### src/rtl/vga_timing_gen_pkg.sv
// Default 640x480@60 Hz raster timing, derived totals and sync windows,
// plus the small types/helpers shared by the raster generator.
package vga_timing_pkg;

  // Width of the x/y raster coordinates
  localparam int unsigned COORD_W = 10;

  // Default horizontal timing (pixels)
  localparam int unsigned DEF_H_VISIBLE = 640;
  localparam int unsigned DEF_H_FRONT   = 16;
  localparam int unsigned DEF_H_SYNC    = 96;
  localparam int unsigned DEF_H_BACK    = 48;

  // Default vertical timing (lines)
  localparam int unsigned DEF_V_VISIBLE = 480;
  localparam int unsigned DEF_V_FRONT   = 10;
  localparam int unsigned DEF_V_SYNC    = 2;
  localparam int unsigned DEF_V_BACK    = 33;

  // Derived totals: 800 pixels per line, 525 lines per frame
  localparam int unsigned DEF_H_TOTAL =
    DEF_H_VISIBLE + DEF_H_FRONT + DEF_H_SYNC + DEF_H_BACK;
  localparam int unsigned DEF_V_TOTAL =
    DEF_V_VISIBLE + DEF_V_FRONT + DEF_V_SYNC + DEF_V_BACK;

  // Sync windows, half-open [START, END): x = 656..751, y = 490..491
  localparam int unsigned DEF_HS_START = DEF_H_VISIBLE + DEF_H_FRONT;
  localparam int unsigned DEF_HS_END   = DEF_HS_START + DEF_H_SYNC;
  localparam int unsigned DEF_VS_START = DEF_V_VISIBLE + DEF_V_FRONT;
  localparam int unsigned DEF_VS_END   = DEF_VS_START + DEF_V_SYNC;

  // Bundle carried through the output delay line (MSB first)
  typedef struct packed {
    logic hs;
    logic vs;
    logic blank_n;
  } sync_bus_t;

  localparam int unsigned SYNC_BUS_W = $bits(sync_bus_t);

  // Map an "inside the sync window" flag onto the board sync level
  function automatic logic sync_level(input logic active, input logic pol);
    if (active) begin
      return pol;
    end else begin
      return ~pol;
    end
  endfunction

endpackage

### src/rtl/vga_timing_gen_sync_delay_line.sv
// Fixed-depth shift register with a synchronous reset to a chosen idle
// vector. Depth 0 degenerates to a plain wire so the caller can remove
// the pipeline delay entirely without changing its own structure.
module sync_delay_line #(
  parameter int unsigned           WIDTH   = 1,
  parameter int unsigned           DEPTH   = 1,
  parameter logic [WIDTH-1:0]      RST_VAL = '0
) (
  input  logic             clk,
  input  logic             reset,
  input  logic [WIDTH-1:0] din,
  output logic [WIDTH-1:0] dout
);

  generate
    if (DEPTH == 0) begin : g_bypass
      // clk/reset have no work to do without stages
      logic w_unused_ok;
      assign w_unused_ok = clk | reset;
      assign dout        = din;
    end else begin : g_pipe
      logic [WIDTH-1:0] r_stage [DEPTH];

      // Shift the bundle one stage per clock; reset flushes every stage to idle
      always_ff @(posedge clk) begin
        if (reset) begin
          for (int i = 0; i < int'(DEPTH); i++) begin
            r_stage[i] <= RST_VAL;
          end
        end else begin
          r_stage[0] <= din;
          for (int i = 1; i < int'(DEPTH); i++) begin
            r_stage[i] <= r_stage[i-1];
          end
        end
      end

      assign dout = r_stage[DEPTH-1];
    end
  endgenerate

endmodule

### src/rtl/vga_timing_gen.sv
// Raster timing generator for the text display path. Produces the pixel
// coordinates and active-area flag for the display block with no latency,
// and the board sync/blank signals delayed to line up with the RGB
// pipeline behind the glyph ROM.
module vga_timing_gen
  import vga_timing_pkg::*;
#(
  parameter int unsigned H_VISIBLE  = DEF_H_VISIBLE,
  parameter int unsigned H_FRONT    = DEF_H_FRONT,
  parameter int unsigned H_SYNC     = DEF_H_SYNC,
  parameter int unsigned H_BACK     = DEF_H_BACK,
  parameter int unsigned V_VISIBLE  = DEF_V_VISIBLE,
  parameter int unsigned V_FRONT    = DEF_V_FRONT,
  parameter int unsigned V_SYNC     = DEF_V_SYNC,
  parameter int unsigned V_BACK     = DEF_V_BACK,
  parameter logic        SYNC_POL   = 1'b0,
  parameter int unsigned SYNC_DELAY = 2
) (
  input  logic               clk,
  input  logic               reset,
  output logic [COORD_W-1:0] x,
  output logic [COORD_W-1:0] y,
  output logic               video_on,
  output logic               line_start,
  output logic               frame_start,
  output logic               VGA_HS,
  output logic               VGA_VS,
  output logic               VGA_BLANK_N,
  output logic               VGA_SYNC_N
);

  // Timing constants narrowed to the coordinate width
  localparam int unsigned H_TOTAL = H_VISIBLE + H_FRONT + H_SYNC + H_BACK;
  localparam int unsigned V_TOTAL = V_VISIBLE + V_FRONT + V_SYNC + V_BACK;

  localparam logic [COORD_W-1:0] X_LAST   = COORD_W'(H_TOTAL - 1);
  localparam logic [COORD_W-1:0] Y_LAST   = COORD_W'(V_TOTAL - 1);
  localparam logic [COORD_W-1:0] X_VISEND = COORD_W'(H_VISIBLE);
  localparam logic [COORD_W-1:0] Y_VISEND = COORD_W'(V_VISIBLE);
  localparam logic [COORD_W-1:0] HS_START = COORD_W'(H_VISIBLE + H_FRONT);
  localparam logic [COORD_W-1:0] HS_END   = COORD_W'(H_VISIBLE + H_FRONT + H_SYNC);
  localparam logic [COORD_W-1:0] VS_START = COORD_W'(V_VISIBLE + V_FRONT);
  localparam logic [COORD_W-1:0] VS_END   = COORD_W'(V_VISIBLE + V_FRONT + V_SYNC);
  localparam logic [COORD_W-1:0] COORD_0  = COORD_W'(0);
  localparam logic [COORD_W-1:0] COORD_1  = COORD_W'(1);

  // Idle pattern loaded into every delay stage on reset: syncs inactive, blanked
  localparam sync_bus_t SYNC_IDLE = '{hs: ~SYNC_POL, vs: ~SYNC_POL, blank_n: 1'b0};

  logic [COORD_W-1:0] r_x;
  logic [COORD_W-1:0] r_y;

  logic      w_video_on;
  logic      w_hs_window;
  logic      w_vs_window;
  sync_bus_t w_raw;
  sync_bus_t w_dly;

  // Free-running raster counters; reset restarts the frame at (0,0) at once
  always_ff @(posedge clk) begin
    if (reset) begin
      r_x <= COORD_0;
      r_y <= COORD_0;
    end else if (r_x == X_LAST) begin
      r_x <= COORD_0;
      if (r_y == Y_LAST) begin
        r_y <= COORD_0;
      end else begin
        r_y <= r_y + COORD_1;
      end
    end else begin
      r_x <= r_x + COORD_1;
    end
  end

  // Decodes straight off the counter registers so they align with x/y
  assign w_video_on  = (r_x < X_VISEND) && (r_y < Y_VISEND);
  assign w_hs_window = (r_x >= HS_START) && (r_x < HS_END);
  assign w_vs_window = (r_y >= VS_START) && (r_y < VS_END);

  assign w_raw = '{
    hs:      sync_level(w_hs_window, SYNC_POL),
    vs:      sync_level(w_vs_window, SYNC_POL),
    blank_n: w_video_on
  };

  // Align board sync/blank with the RGB pipeline latency
  sync_delay_line #(
    .WIDTH   (SYNC_BUS_W),
    .DEPTH   (SYNC_DELAY),
    .RST_VAL (SYNC_IDLE)
  ) u_sync_delay (
    .clk   (clk),
    .reset (reset),
    .din   (w_raw),
    .dout  (w_dly)
  );

  assign x           = r_x;
  assign y           = r_y;
  assign video_on    = w_video_on;
  assign line_start  = (r_x == COORD_0);
  assign frame_start = (r_x == COORD_0) && (r_y == COORD_0);
  assign VGA_HS      = w_dly.hs;
  assign VGA_VS      = w_dly.vs;
  assign VGA_BLANK_N = w_dly.blank_n;
  // No sync-on-green
  assign VGA_SYNC_N  = 1'b0;

endmodule

### config.mk
export PLATFORM = sky130hd
export DESIGN_NAME = vga_timing_gen
export DESIGN_NICKNAME = d
export VERILOG_FILES = /design/src/rtl/vga_timing_gen_pkg.sv /design/src/rtl/vga_timing_gen_sync_delay_line.sv /design/src/rtl/vga_timing_gen.sv
export SDC_FILE = /design/constraint.sdc
export NUM_CORES = 1
export LEC_CHECK = 0
export BUFFER_PORTS_ARGS = -buffer_cell sky130_fd_sc_hd__buf_4
export CELL_PAD_IN_SITES_DETAIL_PLACEMENT = 1
export CELL_PAD_IN_SITES_GLOBAL_PLACEMENT = 1
export CORE_UTILIZATION = 39
export DETAILED_ROUTE_END_ITERATION = 8
export GPL_TIMING_DRIVEN = 0
export MAX_ROUTING_LAYER = met4
export PLACE_DENSITY_LB_ADDON = 0.1
export RECOVER_POWER = 50
export SLEW_MARGIN = 20
export SYNTH_ARGS = -nofsm -noshare
export SYNTH_HDL_FRONTEND = slang
export SYNTH_SLANG_ARGS = --single-unit
### constraint.sdc
create_clock -name clk -period 1.9 [get_ports clk]
set_input_delay 0.285 -clock clk [delete_from_list [all_inputs] [get_ports clk]]
set_output_delay 0.285 -clock clk [all_outputs]
set_load 0.005 [all_outputs]
* After elaboration in Yosys (flattened, before gate mapping) *
Memory sizes are Yosys's and may differ from the RTL's.
Cells that the tools add are included.

cells by class
  $add $sub $neg = 2
  order comparisons = 6
  eq/ne operators = 2
  muxes and demuxes = 8
  bitwise operators = 2
  reductions and logical operators = 7

operators by type and width
  kind                                                                                  number
  10-bit by 1-bit adder with 10-bit output, second input constant                       2
  10-bit equality test, second input constant                                           2
  10-bit logical NOT                                                                    2
  10-bit less-than comparator, second input constant                                    2
  10-bit by 9-bit less-than comparator with 1-bit output, second input constant         2
  10-bit greater-or-equal comparator, second input constant                             1
  10-bit by 9-bit greater-or-equal comparator with 1-bit output, second input constant  1
  10-bit 2-to-1 mux                                                                     1
  3-bit 2-to-1 mux                                                                      2
  1-bit 2-to-1 mux                                                                      5
  1-bit logical AND                                                                     4
  1-bit bitwise OR                                                                      2
  2-bit OR reduction                                                                    1

word-level totals
  flip-flop bits (word level) = 20
  memory bits (writable) = 6
  input port bits = 2
  output and inout bits = 27
  word-level logic and storage cells = 30
  memories kept = 1

memory list
  memory                       depth  bits a word  rd ports  clocked after memory_dff  write ports  line                                  source
  u_sync_delay.g_pipe.r_stage  2      3            2         0                         2            vga_timing_gen_sync_delay_line.sv:22  logic [WIDTH-1:0] r_stage [DEPTH];

* Longest topological paths before layout *
Gate-level depths: netlist (run 1).

  word-level depth = 4
  depth in mapped cells = 6
  depth with buffers taken out = 6

* Cells and area by module *
Synthesis (run 1) repeated with hierarchy kept, for this count alone.

unflattened totals
  cell total of the unflattened synthesis = 148
  area total of the unflattened synthesis = 1306.3 µm²

modules (own cells, without submodules)
  module           instances  cells each  area an instance (µm²)  seq. area each (µm²)
  vga_timing_gen   1          133         1126.1                  400.4
  sync_delay_line  1          15          180.2                   120.1

* Worst setup path before layout (run 1) *
Ideal clock, no wire load.

  path type = register -> register
  start point = register r_x[0], in the netlist x[0]
  end point = register r_y[7], in the netlist y[7]
  library setup time = 0.129 ns
  arrival time = 1.461 ns
  required time = 1.771 ns
  path slack = 0.310 ns
  stages on the path, launching flop included = 6
  buffers on the path = 0
  path through = dfxtp_1 -> ha_1 -> nand4_1 -> nor4_4 -> mux2i_1 -> nor3_2

on the way
  longest elaborated chain between the ends = 1

ends and longest elaborated chain
  item                    line                  source
  start, declared         vga_timing_gen.sv:50  logic [COORD_W-1:0] r_x;
  start signal, assigned  vga_timing_gen.sv:72  r_x <= r_x + COORD_1;
  10-bit equality test    vga_timing_gen.sv:64  end else if (r_x == X_LAST) begin
  end signal, assigned    vga_timing_gen.sv:69  r_y <= r_y + COORD_1;
  end, declared           vga_timing_gen.sv:51  logic [COORD_W-1:0] r_y;

No other way between the ends.
A chain may end at the register's enable or synchronous reset.

* Worst setup path in the final report (run 1) *
  start point = register r_x[0], in the netlist x[0]
  end point = output frame_start

on the way
  longest elaborated chain between the ends = 2

ends and longest elaborated chain
  item                line                   source
  10-bit logical NOT  vga_timing_gen.sv:103  assign frame_start = (r_x == COORD_0) && (r_y == COORD_0);
  1-bit logical AND   vga_timing_gen.sv:103
  end, declared       vga_timing_gen.sv:25   output logic frame_start,

No other way between the ends.

==> results by group, run 1 <==
Worst setup path
  – Critical path peak fanout: 3
  – CP Capture Point: frame_start
  – Worst EP required: around 1.6 ns
  – Endpoint kind of the worst setup timing path: primary output
  – Launching element of the worst setup path: x[0]$_SDFF_PP0_
  – Sort of element at the start of the critical path: flip-flop
  – Critical-path cell list: inv_2, ha_4, nand4b_1, nor4_4, and4_1, buf_4
  – Slowest Stage Delay on Critical Path: roughly 0.38 ns
  – Worst reg-to-reg setup slack: 0.10 ns
  – Logic depth of the worst register-to-register path: 6
  – Worst setup path category: reg -> out
  – Cell at the slowest stage of the critical path: sky130_fd_sc_hd__dfxtp_4
  – R2R Path Start: x[0]$_SDFF_PP0_
  – Critical path data arrival time: 1.74 ns
  – Critical register-to-register path endpoint: y[7]$_SDFFE_PP0N_

CTS
  – Maximum buffer depth of the clock tree: 2
  – TritonCTS buffer count: 3
  – Number of sinks on the clock net: 26
  – Root Driver: sky130_fd_sc_hd__clkbuf_4
  – Number of levels the H-tree was split into: 1
  – TritonCTS clock tree: built
  – Clock latency on the worst-skew pair: roughly 0.34 ns
  – Clock-pin slew on the worst setup and hold paths: about 0.15 ns
  – Hold-fix buffer count after cts: 0

Layout
  – Final standard cell utilization of the core: 56.3%
  – Commonest cells after routing, fill and taps aside: 36 x sky130_fd_sc_hd__buf_4, 20 x sky130_fd_sc_hd__dfxtp_1, 13 x sky130_fd_sc_hd__nor2_1
  – # nets final: 186
  – Area Overhead vs Synth: 37.7%
  – Non-filler cells, final: 223
  – Number of inserted filler cells in the final layout: 365
  – Non-Filler Cell Area, Final: approximately 0.0017 mm^2
  – Number of antenna cells inserted: 0
  – Fraction of layout instances using a drive strength above 1: between 30% and 40%
  – Most common cell after layout, fill and taps aside: sky130_fd_sc_hd__buf_4

Timing
  – Fin. max-slew vios: 0
  – Final period demand of the worst path: between 2 and 2.5 ns
  – Post-route setup slack: -0.120 ns
  – Number of setup violations in the final report: 2
  – RSZ-0062 raised after global routing: yes
  – Part of the cycle the worst path needs: 106%
  – Max Fclk: between 400 and 500 MHz
  – Final hold vios: 0
  – Setup_tns: -0.137 ns
  – Clk_skew: roughly 0.014 ns

Global routing
  – Vias in the first global route: 1046
  – Overflow left after global routing: 0
  – Global-route wire length before repair: 5.33 mm
  – Overall global routing resource usage: between 20% and 30%
  – Initial antenna violation count: 0
  – Maximum number of pins on one net before global-route repair: 16

Die
  – Area of the die: 0.00341 mm^2
  – Count of standard-cell rows: 20
  – Horizontal die dimension: 58.4 um
  – Initial Util: 40.9%
  – Die H: 58.4 um
  – Area inside the core boundary: 0.00303 mm^2
  – Top Ports: 29

Hold path
  – Worst Hold Path Cells: 4
  – Worst min-delay path category: in -> reg
  – Min-Delay Startpoint: reset

Place
  – # port buffers: 27
  – HPWL Detailed: 2.36 mm
  – Placed cell count: 208
  – Gp weighted congestion: 0.818
  – Cell area reported after detailed placement: 0.00150 mm^2

Detailed routing
  – First-pass detailed-route iteration total: 3
  – Initial DRC Count: 66
  – DRC: 0
  – Antenna violation net count after detailed routing: 0
  – Drt wl/cell: 15.4 um
  – Total wirelength of the detailed-routed design: 3.44 mm
  – Average via count per standard cell: a little over 5
  – Vias: roughly 1200

Synthesis
  – Flop and latch count out of synthesis: 26
  – Net count after synthesis: ~140
  – Sequential element share of the synthesized area: 42.0%
  – Synthesis Warnings: 0
  – Synthesized netlist cell count: approximately 140
  – Syn avg cell area: between 9 and 10 um^2
  – Count of distinct cell types in the synthesized netlist: 39
  – Combined area of all synthesized cells: 0.00124 mm^2

Power and ir drop
  – Total power per unit cell area: 608 mW/mm^2
  – Overall power after layout: 1040 uW
  – Worst IR Drop VDD: between 0.3 and 0.4 mV
  – Leak: between 0.0006 and 0.0007 uW

Outcome
  – Run status: finished, violations left
  – Violated checks: negative setup slack

Run
  – Count of maximum capacitance violations: 0
metal layers:
metal	GRT usage (%)	routed length, um
met5	-	0
met4	7.48	39
met3	2.64	90
met2	36.5	1800
met1	26.6	1510
Yosys cell counts (all sizes together):
cell / n / area [um^2]
and2: 1 / 6.26
nor4: 6 / 52.6
xnor2: 8 / 70.1
nor2b: 3 / 18.8
buf: 1 / 7.51
o21ai: 6 / 33.8
inv: 7 / 26.3
nand2b: 1 / 6.26
nand2: 7 / 26.3
dfxtp: 26 / 521
conb: 1 / 3.75
or3: 4 / 25.0
o221ai: 1 / 8.76
ha: 4 / 50.1
mux2i: 1 / 10.0
and3b: 1 / 8.76
o31ai: 1 / 7.51
nand3: 7 / 35.0
and3: 5 / 32.5
nor2: 16 / 67.6
nand4b: 1 / 8.76
a21oi: 5 / 28.8
xor2: 3 / 26.3
and4: 2 / 20.0
nor3: 6 / 35.0
nand4: 7 / 58.8
nand4bb: 1 / 11.3
nand3b: 1 / 11.3
clkbuf: 2 / 8.75
or2: 2 / 12.5
power breakdown:
part / internal [uW] / switching (uW)
registers: 549 / 4.75
logic: 48.7 / 44.6
clock network: 214 / 177
state kept, by name, summed over array words and instances (netlist names):
name	count
u_sync_delay.g_pipe.r_stage	6
y	10
x	10
worst min-delay path by stage:
| stage | end | slack, ns |
|---|---|---|
| after floorplan | u_sync_delay.g_pipe.r_stage[0][4]$_SDFF_PP1_ | 0.39 |
| after global placement | u_sync_delay.g_pipe.r_stage[0][4]$_SDFF_PP1_ | 0.39 |
| after detailed placement | u_sync_delay.g_pipe.r_stage[0][4]$_SDFF_PP1_ | 0.41 |
| after CTS | y[9]$_SDFFE_PP0N_ | 0.31 |
| after global routing | x[1]$_SDFF_PP0_ | 0.34 |
| final | y[9]$_SDFFE_PP0N_ | 0.34 |
through the flow:
stage / hold slack, ns / setup slack [ns]
after global routing: 0.344 / -0.190
after global placement: 0.394 / 0.144
after floorplan: 0.389 / 0.310
final: 0.337 / -0.120
after detailed placement: 0.407 / 0.0485
after CTS: 0.306 / -0.0508
worst max-delay path, delay by kind of cell, from the launching register on:
family                   cells  cell delay, ns
adder cells (fa/ha/maj)      1            0.11
buffers and inverters        2            0.17
flip-flops                   1            0.38
AND/OR/NAND/NOR              3            0.73
cell families (layout without fill, tap and decap cells):
| logic type | count (synthesis) | count (layout) | synth area share, % |
|---|---|---|---|
| DFF | 26 | 26 | 42.0 |
| xor gates and xnor gates | 11 | 11 | 7.78 |
| other | 1 | 1 | 0.303 |
| muxes | 1 | 1 | 0.808 |
| adders and majority gates | 4 | 4 | 4.04 |
| buffers and inverters | 10 | 52 | 3.43 |
| AOI/OAI and AO/OA | 13 | 13 | 6.36 |
| and+or+nand+nor | 71 | 71 | 35.3 |
cell type report:
class	count	area, um^2	area share (%)
Timing Repair Buffer	38	294	17.2
Buffer	3	16.3	0.954
Inverter	7	26.3	1.54
Clock buffer	3	22.5	1.32
Multi-Input combinational cell	101	721	42.3
Tap cell	44	55.1	3.23
Sequential cell	26	541	31.7
Clock inverter	1	30.0	1.76
timing repair:
item / in CTS / in global routing
pin swaps: 0 / 6
setup endpoints to repair: 2 / 9
resized for setup: 6 / 16
cloned: 0 / 0
setup buffers: 0 / 11
(Power assumes the default switching activity.)
==> run 2: changes to the inputs <==
==> constraint.sdc (replaced) <==
create_clock -name clk -period 1.9 [get_ports clk]
set_input_delay 0 -clock clk [delete_from_list [all_inputs] [get_ports clk]]
set_output_delay 0 -clock clk [all_outputs]
set_load 0.005 [all_outputs]
==> results by group, run 2 (synthesized netlist as in run 1, its figures left out) <==
Layout
  – Number of antenna cells inserted: 0
  – # nets final: 177
  – Fraction of layout instances using a drive strength above 1: 28.8%
  – Final standard cell utilization of the core: between 50% and 60%
  – Area Overhead vs Synth: 27.0%
  – Commonest cells after routing, fill and taps aside: 26 x sky130_fd_sc_hd__buf_4, 24 x sky130_fd_sc_hd__dfxtp_1, 15 x sky130_fd_sc_hd__nor2_1
  – Most common cell after layout, fill and taps aside: sky130_fd_sc_hd__buf_4
  – Non-Filler Cell Area, Final: 0.00157 mm^2

Die
  – Area inside the core boundary: roughly 0.0030 mm^2
  – Die H: 58.4 um
  – Top Ports: 29
  – Area of the die: 0.00341 mm^2
  – Initial Util: 40.9%
  – Count of standard-cell rows: 20
  – Horizontal die dimension: between 50 and 60 um

Worst setup path
  – Worst setup path category: reg -> reg
  – Slowest Stage Delay on Critical Path: 0.45 ns
  – Worst reg-to-reg setup slack: 0.11 ns
  – Buf+Inv Stages, Crit Path: 0
  – Cell at the slowest stage of the critical path: sky130_fd_sc_hd__nor4_4
  – Sort of element at the start of the critical path: flip-flop
  – Depth of the critical timing path with buffers and inverters included: 5
  – Critical path data arrival time: 2.02 ns
  – Endpoint kind of the worst setup timing path: flip-flop
  – Launching element of the worst setup path: x[0]$_SDFF_PP0_
  – Critical path peak fanout: 6
  – Critical register-to-register path endpoint: y[7]$_SDFFE_PP0N_
  – CP Capture Point: y[7]$_SDFFE_PP0N_
  – Worst EP required: 2.13 ns
  – Critical-path cell list: ha_1, nand4_1, nor4_4, mux2i_1, nor3_2
  – Crit-path leading delay family: simple AND/OR/NAND/NOR gates
  – Logic depth of the worst register-to-register path: 5
  – R2R Path Start: x[0]$_SDFF_PP0_

Timing
  – Worst Hold Margin: 0.0264 ns
  – Final period demand of the worst path: 1.79 ns
  – Final hold vios: 0
  – Clk_skew: roughly 0.013 ns
  – Post-route setup slack: between 0.1 and 0.15 ns
  – Fin. max-slew vios: 0
  – Part of the cycle the worst path needs: 94.5%
  – Number of setup violations in the final report: 0
  – Max Fclk: about 560 MHz

CTS
  – Clock latency on the worst-skew pair: 0.33 ns
  – TritonCTS clock tree: built
  – Maximum buffer depth of the clock tree: 2
  – TritonCTS buffer count: 3
  – Clock-pin slew on the worst setup and hold paths: about 0.16 ns
  – Number of levels the H-tree was split into: 1
  – Number of sinks on the clock net: 26
  – Root Driver: sky130_fd_sc_hd__clkbuf_4

Detailed routing
  – First-pass detailed-route iteration total: 4
  – Average via count per standard cell: around 5.2
  – Initial DRC Count: 34
  – DRC: 0
  – Antenna violation net count after detailed routing: 0
  – Drt wl/cell: between 10 and 15 um
  – Vias: 1111
  – Total wirelength of the detailed-routed design: 3.20 mm

Place
  – Minimum setup slack after placement: 0.0485 ns
  – HPWL Detailed: between 2 and 2.5 mm
  – # port buffers: 27
  – Gp weighted congestion: about 0.82
  – Cell area reported after detailed placement: roughly 0.0015 mm^2

Power and ir drop
  – Total power per unit cell area: approximately 650 mW/mm^2
  – Internal cell power: 799 uW
  – Switching power share of the total: a little over a fifth
  – Net switching power of the design: 219 uW
  – Worst IR Drop VDD: 0.309 mV
  – Leak: a little over 0.0006 uW
  – Overall power after layout: 1020 uW
  – Reg power frac: 55.2%
  – Share of power burned in the clock network: roughly two fifths
  – Combinational fraction of design power: 6.4%

Global routing
  – Maximum number of pins on one net before global-route repair: 16
  – Global-route wire length before repair: 5.19 mm
  – Initial antenna violation count: 0
  – Overall global routing resource usage: 20.9%
  – Vias in the first global route: 1031
  – Overflow left after global routing: 0

Outcome
  – Run status: finished, final reports clean

Run
  – Count of maximum capacitance violations: 0

Hold path
  – Worst min-delay path category: in -> reg
run 2: how the worst min path moves through the flow:
stage	to	from	depth (start not counted)
2_1_floorplan	y[9]$_SDFFE_PP0N_	reset	3
5_1_grt	x[1]$_SDFF_PP0_	reset	3
4_1_cts	y[9]$_SDFFE_PP0N_	reset	4
3_3_place_gp	VGA_VS	u_sync_delay.g_pipe.r_stage[0][4]$_SDFF_PP1_	1
6_report	x[1]$_SDFF_PP0_	reset	3
3_5_place_dp	VGA_BLANK_N	u_sync_delay.g_pipe.r_stage[0][3]$_SDFF_PP0_	1
run 2: power groups by stage:
stage               Clock, uW  Combinational [uW]  Sequential (uW)
floorplan                   0                31.5              571
global placement            0                61.2              572
detailed placement          0                63.1              572
CTS                       396                63.2              560
global route              424                70.9              563
finish                    391                64.8              561
run 2: final cells by class:
| type | count | area [um^2] |
|---|---|---|
| repair buffers | 29 | 218 |
| fillers | 372 | 1460 |
| inverters | 7 | 26.3 |
| flip-flops and latches | 26 | 523 |
| multi-input cells | 101 | 682 |
| clock inverters | 1 | 30.0 |
| clock buffers | 3 | 22.5 |
| plain buffers | 3 | 16.3 |
| well taps | 44 | 55.1 |
run 2: worst min-delay path: stages:
cell,delay [ns]
sky130_fd_sc_hd__buf_4,0.08
sky130_fd_sc_hd__inv_1,0.09
sky130_fd_sc_hd__and3_1,0.16
run 2: timing repair:
item	in CTS	in global routing
hold buffers	0	0
buffers inserted	0	2
gates resized for setup	0	3
setup endpoints to repair	0	9
run 2: per-layer routing:
layer | wire, um | part of all wire, % | up-vias | GRT usage [%]
li1 | - | - | 547 | -
met1 | 1460 | 46 | 539 | 26.1
met2 | 1610 | 50 | 20 | 34.8
met3 | 89 | 2.8 | 5 | 2.64
met4 | 37 | 1.2 | 0 | 7.48
met5 | 0 | 0 | - | -
run 2: per-stage QoR:
step | instances | setup TNS (ns)
finish | 214 | 0
global route | 214 | -0.0373
CTS | 212 | 0
detailed placement | 208 | 0
global placement | 208 | 0
floorplan | 137 | 0
